File: src/rtl/qcv_controller.sv
`default_nettype none
// ============================================================================
// Module   : qcv_controller
// Brief    : Trap and boot sequencer for the qcv core. Runs the boot
//            handshake (mtvec init, first PC set), prioritises synchronous
//            exceptions from ID/LSU, drives the CSR save strobes with cause
//            and trap value, and redirects IF to the trap vector or to mepc.
// Config   : QCV_MRET_EN - when defined, MRET flushes ID, pulses
//            csr_restore_mret_o and redirects IF to mepc. When undefined,
//            MRET is reported as an illegal instruction.
// Revision : 1.0 - initial release
// ============================================================================
module qcv_controller (
  input  logic        clk_i,
  input  logic        rst_ni,

  // ID stage status
  input  logic        instr_valid_i,
  input  logic [31:0] instr_i,
  input  logic        illegal_insn_i,
  input  logic        ecall_insn_i,
  input  logic        ebreak_insn_i,
  input  logic        mret_insn_i,

  // LSU fault reporting for the ID instruction
  input  logic        lsu_load_err_i,
  input  logic        lsu_store_err_i,
  input  logic [31:0] lsu_addr_i,

  // IF / ID control
  output logic        instr_req_o,
  output logic        pc_set_o,
  output logic [1:0]  pc_mux_o,
  output logic        halt_if_o,
  output logic        flush_id_o,

  // CSR file control
  output logic        csr_mtvec_init_o,
  output logic        csr_save_id_o,
  output logic        csr_save_cause_o,
  output logic [6:0]  csr_mcause_o,
  output logic [31:0] csr_mtval_o,
  output logic        csr_restore_mret_o,

  output logic        ctrl_busy_o
);

  // --------------------------------------------------------------------------
  // Encodings
  // --------------------------------------------------------------------------
  typedef enum logic [2:0] {
    ST_RESET       = 3'd0,
    ST_BOOT_SET    = 3'd1,
    ST_FIRST_FETCH = 3'd2,
    ST_DECODE      = 3'd3,
    ST_FLUSH       = 3'd4
  } state_e;

  // What the pending flush is for: a synchronous exception or an MRET return
  typedef enum logic {
    KIND_EXC  = 1'b0,
    KIND_ERET = 1'b1
  } kind_e;

  localparam logic [6:0] c_CAUSE_ILLEGAL     = 7'd2;
  localparam logic [6:0] c_CAUSE_BREAKPOINT  = 7'd3;
  localparam logic [6:0] c_CAUSE_LOAD_FAULT  = 7'd5;
  localparam logic [6:0] c_CAUSE_STORE_FAULT = 7'd7;
  localparam logic [6:0] c_CAUSE_ECALL_M     = 7'd11;

  localparam logic [1:0] c_PC_BOOT  = 2'b00;
  localparam logic [1:0] c_PC_MTVEC = 2'b01;
`ifdef QCV_MRET_EN
  localparam logic [1:0] c_PC_MEPC  = 2'b10;
`endif

  // --------------------------------------------------------------------------
  // State
  // --------------------------------------------------------------------------
  state_e      r_state;
  kind_e       r_kind;
  logic [6:0]  r_cause;
  logic [31:0] r_mtval;

  // --------------------------------------------------------------------------
  // Trap source qualification
  // --------------------------------------------------------------------------
  logic        w_illegal;
  logic        w_src_any;
  logic        w_trap_req;
  logic        w_mret_req;
  logic [6:0]  w_cause;
  logic [31:0] w_mtval;

`ifdef QCV_MRET_EN
  // MRET is a legal return; it only wins when no exception source is active
  assign w_illegal  = illegal_insn_i;
  assign w_mret_req = instr_valid_i & mret_insn_i & ~w_src_any;
`else
  // Without MRET support the opcode is simply undecodable and shares the
  // illegal-instruction priority slot
  assign w_illegal  = illegal_insn_i | mret_insn_i;
  assign w_mret_req = 1'b0;
`endif

  assign w_src_any  = lsu_load_err_i | lsu_store_err_i | w_illegal |
                      ecall_insn_i   | ebreak_insn_i;

  // Sources are only meaningful while ID actually holds an instruction
  assign w_trap_req = instr_valid_i & w_src_any;

  // Fixed-priority selection of cause and trap value among active sources
  always_comb begin
    w_cause = '0;
    w_mtval = '0;
    if (lsu_load_err_i) begin
      w_cause = c_CAUSE_LOAD_FAULT;
      w_mtval = lsu_addr_i;
    end else if (lsu_store_err_i) begin
      w_cause = c_CAUSE_STORE_FAULT;
      w_mtval = lsu_addr_i;
    end else if (w_illegal) begin
      w_cause = c_CAUSE_ILLEGAL;
      w_mtval = instr_i;
    end else if (ecall_insn_i) begin
      w_cause = c_CAUSE_ECALL_M;
      w_mtval = '0;
    end else if (ebreak_insn_i) begin
      w_cause = c_CAUSE_BREAKPOINT;
      w_mtval = '0;
    end
  end

  // --------------------------------------------------------------------------
  // Control FSM: boot sequence, then DECODE <-> FLUSH on each trap or MRET.
  // Cause and trap value are captured on entry to FLUSH so the CSR file sees
  // a stable value for the whole save cycle.
  // --------------------------------------------------------------------------
  always_ff @(posedge clk_i or negedge rst_ni) begin
    if (!rst_ni) begin
      r_state <= ST_RESET;
      r_kind  <= KIND_EXC;
      r_cause <= '0;
      r_mtval <= '0;
    end else begin
      case (r_state)
        ST_RESET:       r_state <= ST_BOOT_SET;
        ST_BOOT_SET:    r_state <= ST_FIRST_FETCH;
        ST_FIRST_FETCH: r_state <= ST_DECODE;
        ST_DECODE: begin
          if (w_trap_req) begin
            r_cause <= w_cause;
            r_mtval <= w_mtval;
            r_kind  <= KIND_EXC;
            r_state <= ST_FLUSH;
          end else if (w_mret_req) begin
            r_kind  <= KIND_ERET;
            r_state <= ST_FLUSH;
          end
        end
        // Trap inputs are deliberately ignored here; at most one trap per
        // two cycles can therefore be taken
        ST_FLUSH:       r_state <= ST_DECODE;
        default:        r_state <= ST_RESET;
      endcase
    end
  end

  // --------------------------------------------------------------------------
  // Output decode. Everything is a function of the state flops except the
  // same-cycle flush/halt in DECODE, which must kill the trapping instruction
  // before it commits side effects and hold the ID PC for the save cycle.
  // --------------------------------------------------------------------------
  always_comb begin
    instr_req_o        = 1'b0;
    pc_set_o           = 1'b0;
    pc_mux_o           = c_PC_BOOT;
    halt_if_o          = 1'b0;
    flush_id_o         = 1'b0;
    csr_mtvec_init_o   = 1'b0;
    csr_save_id_o      = 1'b0;
    csr_save_cause_o   = 1'b0;
    csr_mcause_o       = '0;
    csr_mtval_o        = '0;
    csr_restore_mret_o = 1'b0;
    ctrl_busy_o        = (r_state != ST_RESET);

    case (r_state)
      ST_BOOT_SET: begin
        csr_mtvec_init_o = 1'b1;
        pc_set_o         = 1'b1;
        pc_mux_o         = c_PC_BOOT;
        instr_req_o      = 1'b1;
      end
      ST_FIRST_FETCH: begin
        instr_req_o = 1'b1;
      end
      ST_DECODE: begin
        instr_req_o = 1'b1;
        flush_id_o  = w_trap_req | w_mret_req;
        halt_if_o   = w_trap_req | w_mret_req;
      end
      ST_FLUSH: begin
        flush_id_o = 1'b1;
        halt_if_o  = 1'b1;
        pc_set_o   = 1'b1;
        if (r_kind == KIND_EXC) begin
          csr_save_id_o    = 1'b1;
          csr_save_cause_o = 1'b1;
          csr_mcause_o     = r_cause;
          csr_mtval_o      = r_mtval;
          pc_mux_o         = c_PC_MTVEC;
        end else begin
`ifdef QCV_MRET_EN
          csr_restore_mret_o = 1'b1;
          pc_mux_o           = c_PC_MEPC;
`else
          // Unreachable: the return kind is never recorded without MRET
          pc_mux_o           = c_PC_MTVEC;
`endif
        end
      end
      default: begin
        instr_req_o = 1'b0;
      end
    endcase
  end

endmodule
`default_nettype wire

File: config.mk
export PLATFORM = sky130hd
export DESIGN_NAME = qcv_controller
export DESIGN_NICKNAME = d
export VERILOG_FILES = /design/src/rtl/qcv_controller.sv
export SDC_FILE = /design/constraint.sdc
export NUM_CORES = 1
export LEC_CHECK = 0
export BUFFER_PORTS_ARGS = -buffer_cell sky130_fd_sc_hd__buf_2
export CORE_UTILIZATION = 43
export CTS_CLUSTER_DIAMETER = 30
export DETAILED_ROUTE_END_ITERATION = 10
export PLACE_DENSITY = 0.77
export SLEW_MARGIN = 20
export SYNTH_ARGS = -nofsm -noshare
export SYNTH_HDL_FRONTEND = slang
export SYNTH_SLANG_ARGS = --single-unit
File: constraint.sdc
create_clock -name clk_i -period 1.62 [get_ports clk_i]
set_clock_uncertainty 0.1 [all_clocks]
set_input_delay 0.162 -clock clk_i [delete_from_list [all_inputs] [get_ports clk_i]]
set_output_delay 0.162 -clock clk_i [all_outputs]
set_load 0.01 [all_outputs]
Word level (Yosys, flattened, before mapping)
Index checks and enable logic that the tools add are counted.

operators by class
  multiplexer cells = 18
  reductions and logical operators = 6
  bitwise logic cells = 6
  magnitude comparators = 0
  $add $sub $neg = 0
  shifts and indexed selects = 0
  equal/unequal tests = 5
  multiply operators = 0
  divide/modulo/power cells = 0

operators with widths
  cell                                           number
  two-way mux 32 bit                             4
  two-way mux 7 bit                              3
  one-hot mux 3 bit (4 select lines)             1
  two-way mux 4 bit                              2
  == test 3 x 2 -> 1 bit, second input constant  2
  two-way mux 1 bit                              5
  bitwise OR 1 bit                               5
  OR reduction 2 bit                             2
  == test 3 x 1 -> 1 bit, second input constant  1
  == test 3 bit, second input constant           1
  zero test 3 bit                                1
  two-way mux 3 bit                              1
  nonzero test 3 bit                             1
  OR reduction 3 bit                             1
  two-way mux 2 bit                              1
  inequality test 2 bit, second input constant   1
  one-hot mux 1 bit (2 select lines)             1
  AND reduction 2 bit                            1
  AND 1 bit                                      1

word-level totals
  input port bits = 73
  word-level logic and storage cells = 38
  ROM bits = 0
  latch bits = 0
  flip-flop bits (word level) = 42
  bits in writable memories = 0
  memories = 0

Longest topological paths before layout
  depth after elaboration = 7
  gate-level depth with buffers = 6
  gate-level depth less buffers = 3

Worst setup path before layout
OpenSTA, ideal clock, no wires.

  path type = flip-flop to output port
  from = register r_state[0]
  to = output port halt_if_o
  arrival = 1.389 ns
  cell stages (with the launch flop) = 6
  buffers on the path = 2
  data required time = 1.358 ns
  path slack = -0.031 ns
  path through = dfrtp_1 nor2_1 clkbuf_1 and2_1 or2_2 buf_4

between the ends
  word-level cells in the longest chain between the ends = 2
  elaborated cells on any way between the ends = 3

RTL lines
  item                                                            RTL line  text
  start: declaration                                              80        state_e r_state;
  start signal: assignment                                        141       r_state <= ST_RESET;
  start signal: assignment                                        147       ST_RESET: r_state <= ST_BOOT_SET;
  start signal: assignment                                        148       ST_BOOT_SET: r_state <= ST_FIRST_FETCH;
  == test 3 bit / == test 3 x 2 -> 1 bit (equally long branches)  -
  one-hot mux 1 bit (2 select lines) (*)                          -
  end: declaration                                                34        output logic halt_if_o,

Mark *: on every way between the ends. The rest lies on a longest branch, timed or not.

Final worst setup path
  from = register r_state[1]
  to = output port csr_mtval_o[16]

between the ends
  word-level cells in the longest chain between the ends = 2

RTL lines
  item                RTL line  text
  == test 3 bit       188       case (r_state)
  two-way mux 32 bit  188
  end: declaration    42        output logic [31:0] csr_mtval_o,

No other way between the ends.

==> summary.md <==
| Metric | Value |
|---|---|
| Drt via density | `5.21` |
| Fin. max-slew vios | `0` |
| Core area | `0.00596 sq mm` |
| Commonest cells after routing, fill and taps aside | `buf_2, dfrtp_1, inv_1, and3_1` |
| CTS root buffer | `clkbuf_8` |
| CTS tree | `done` |
| Worst vdd rail ir drop | `0.000917 V` |
| Top-area cell type share of the netlist area | `36.6%` |
| Global Route Usage Sum | `21.4%` |
| DP Area | `0.00330 sq mm` |
| Maxcap violations | `0` |
| Post-DRT Antenna Nets | `0` |
| Fraction of registers with async set/reset | `100%` |
| Gate Count Post-Synth | `269` |
| Reg-to-reg endpoint | `r_mtval[23]` |
| Sw Pwr | `1.64 mW` |
| Worst Hold Launch | `instr_valid_i` |
| Worst Hold Endpoint | `r_state[0]` |
| RSZ-0062 raised after global routing | `true` |
| Antenna fix cells | `0` |
| Commonest non-fill, non-tap cell in the layout | `buf_2` |
| Worst-path clk slew | `80 ps` |
| Fin. Hold Viols | `0` |
| Place WS | `31.8 ps` |
| Min cycle time layout | `1750 ps` |
| Post-Layout Cell Count | `475` |
| Drt initial violations | `97` |
| Critical path type | `reg2out` |
| Origin of the critical flop-to-flop path | `r_state[1]` |
| Final #Nets | `472` |
| Via count of the routed design | `2476` |
| # IOs | `123` |
| Setup TNS | `-4430 ps` |
| H-tree Lvls | `2` |
| Tot Pwr | `5.19 mW` |
| Top post-synthesis cells by area | `dfrtp_1, mux2_4, o31ai_1` |
| Arr. time, crit path | `1490 ps` |
| Synth Flop Type | `dfrtp_1` |
| Leading area contributor after synthesis | `dfrtp_1` |
| Startpoint Class | `flop` |
| Status | `complete, but fails checks` |
| Failing checks | `setup timing` |
| Yosys Warn Count | `0` |
| Worst EP required | `1360 ps` |
| Post-synth EDFFs | `0` |
| Routed len/inst | `15.8 microns` |
| Crit end category | `output port` |
| Max Fanout on Critical Path | `17` |
| Crit path from | `r_state[1]` |
| Port Buffers | `117` |
| Gate power share | `50.4%` |
| Rows | `28` |
| Share of cells above drive strength 1 | `51.2%` |
| Largest net degree at the start of global routing | `40` |
| Die W | `80.7 microns` |
| Drt first pass iters | `4` |
| Detailed Place HPWL | `4.83 mm` |
| Clk buf depth | `2` |
| Synth cell types | `33` |
| Fin worst setup slack | `-128 ps` |
| Mapped Area | `0.00266 sq mm` |
| Synth Register Bits | `39` |
| Clock power share | `16.1%` |
| # setup viols final | `70` |
| Minimum hold slack | `24.0 ps` |
| Global-route wire length before repair | `10.5 mm` |
| Worst reg-to-reg path cell count | `6` |
| Hold WC Path Type | `in2reg` |
| GRT Residual Overflow | `0` |
| Worst-Skew Late Latency | `280 ps` |
| Num CTS Buffers | `5` |
| Vias in the first global route | `2231` |
| Reg2Reg Setup Slack | `-40 ps` |
| Starting density of the core | `44.7%` |
| Leakage | `2.11 nW` |
| Sequential share of power | `33.5%` |
| Initial antenna violation count | `0` |
| Sequential area share after synthesis | `36.6%` |
| Final WL | `7.49 mm` |
| Final Cell Area | `0.00376 sq mm` |
| DP Cell Count | `450` |
| Final period util | `108%` |
| Syn avg cell area | `9.90 sq um` |
| Cell Pwr Density | `1380 mW/mm^2` |
| Layout area overhead | `41.2%` |
| P_int | `3.55 mW` |
| Net Sw Frac | `31.7%` |
| Die Area | `0.00651 sq mm` |
| Finished Core Util | `63.2%` |
| Hold-critical path depth | `2` |
| Die Y | `80.7 microns` |
| Gp weighted congestion | `0.827` |
| Achievable Freq | `572 MHz` |
| Clock sink count | `39` |
| Remaining DRCs | `0` |
[kinds of logic after synthesis]
| logic type | synth area share (%) |
|---|---|
| buffers and inverters | 13.7 |
| AOI/OAI and AO/OA | 17.6 |
| DFF | 36.6 |
| other | 0.141 |
| and+or+nand+nor | 13.4 |
| muxes | 18.2 |
| xor gates and xnor gates | 0.329 |
[synth_stat cells, types with 2 or more instances]
cell      number
dfrtp_1       39
buf_6          5
buf_4          8
and3_1        36
buf_2          2
mux2_2         7
a31oi_1        2
or2_2          3
buf_8          3
inv_1         35
a21oi_1        2
nor2_1         3
clkbuf_1      14
o21ai_0       33
o31ai_1       32
mux2_4        27
nand2_1        2
[flip-flops by register name, indices dropped and copies added (netlist names)]
signal and flops:
r_cause 4, r_mtval 32, r_state 3
[routing by layer]
metal | track usage (%) | up-vias | share of wire (%)
met3 | 3.75 | 4 | 5.8
met5 | 0 | - | 0
met1 | 28.3 | 1168 | 44
met2 | 35.8 | 113 | 50
met4 | 5.89 | 0 | 0.43
li1 | - | 1191 | -
[area by class of cell]
cell class,instances,area (sq um)
sequential,39,977
fill,506,2190
inverter,35,131
timing repair buffer,152,1060
clock inverter,2,35.0
tap,75,93.8
multi-input combinational,166,1390
clock buffer,6,82.6
[how the worst max path moves through the flow]
| stage | end | cells past startpoint |
|---|---|---|
| global placement | r_mtval[7] | 4 |
| floorplan | r_mtval[11] | 4 |
| global route | csr_mtval_o[18] | 5 |
| finish | csr_mtval_o[16] | 5 |
| CTS | flush_id_o | 5 |
| detailed placement | r_mtval[8] | 4 |
[worst max-delay path: stages (launching register included)]
cell,delay [ps]
dfrtp_1,400
buf_6,140
nor2_4,170
buf_8,170
and3_1,180
buf_2,140
[power groups by stage]
stage	registers, mW	logic, mW	clock network (mW)
after detailed placement	1.72	1.99	0
after CTS	1.73	2.29	0.847
after global routing	1.78	2.79	0.893
after global placement	1.70	1.93	0
after floorplan	1.64	1.52	0
final	1.74	2.61	0.837
[timing repair]
item,in CTS,in global routing
endpoints found under the setup margin,42,77
buffers inserted,5,5
hold buffers,1,0
gates cloned,2,4
gates resized for setup,16,16
hold endpoints to repair,39,0
pin swaps,0,4
Power figures use the tool's default switching activity.
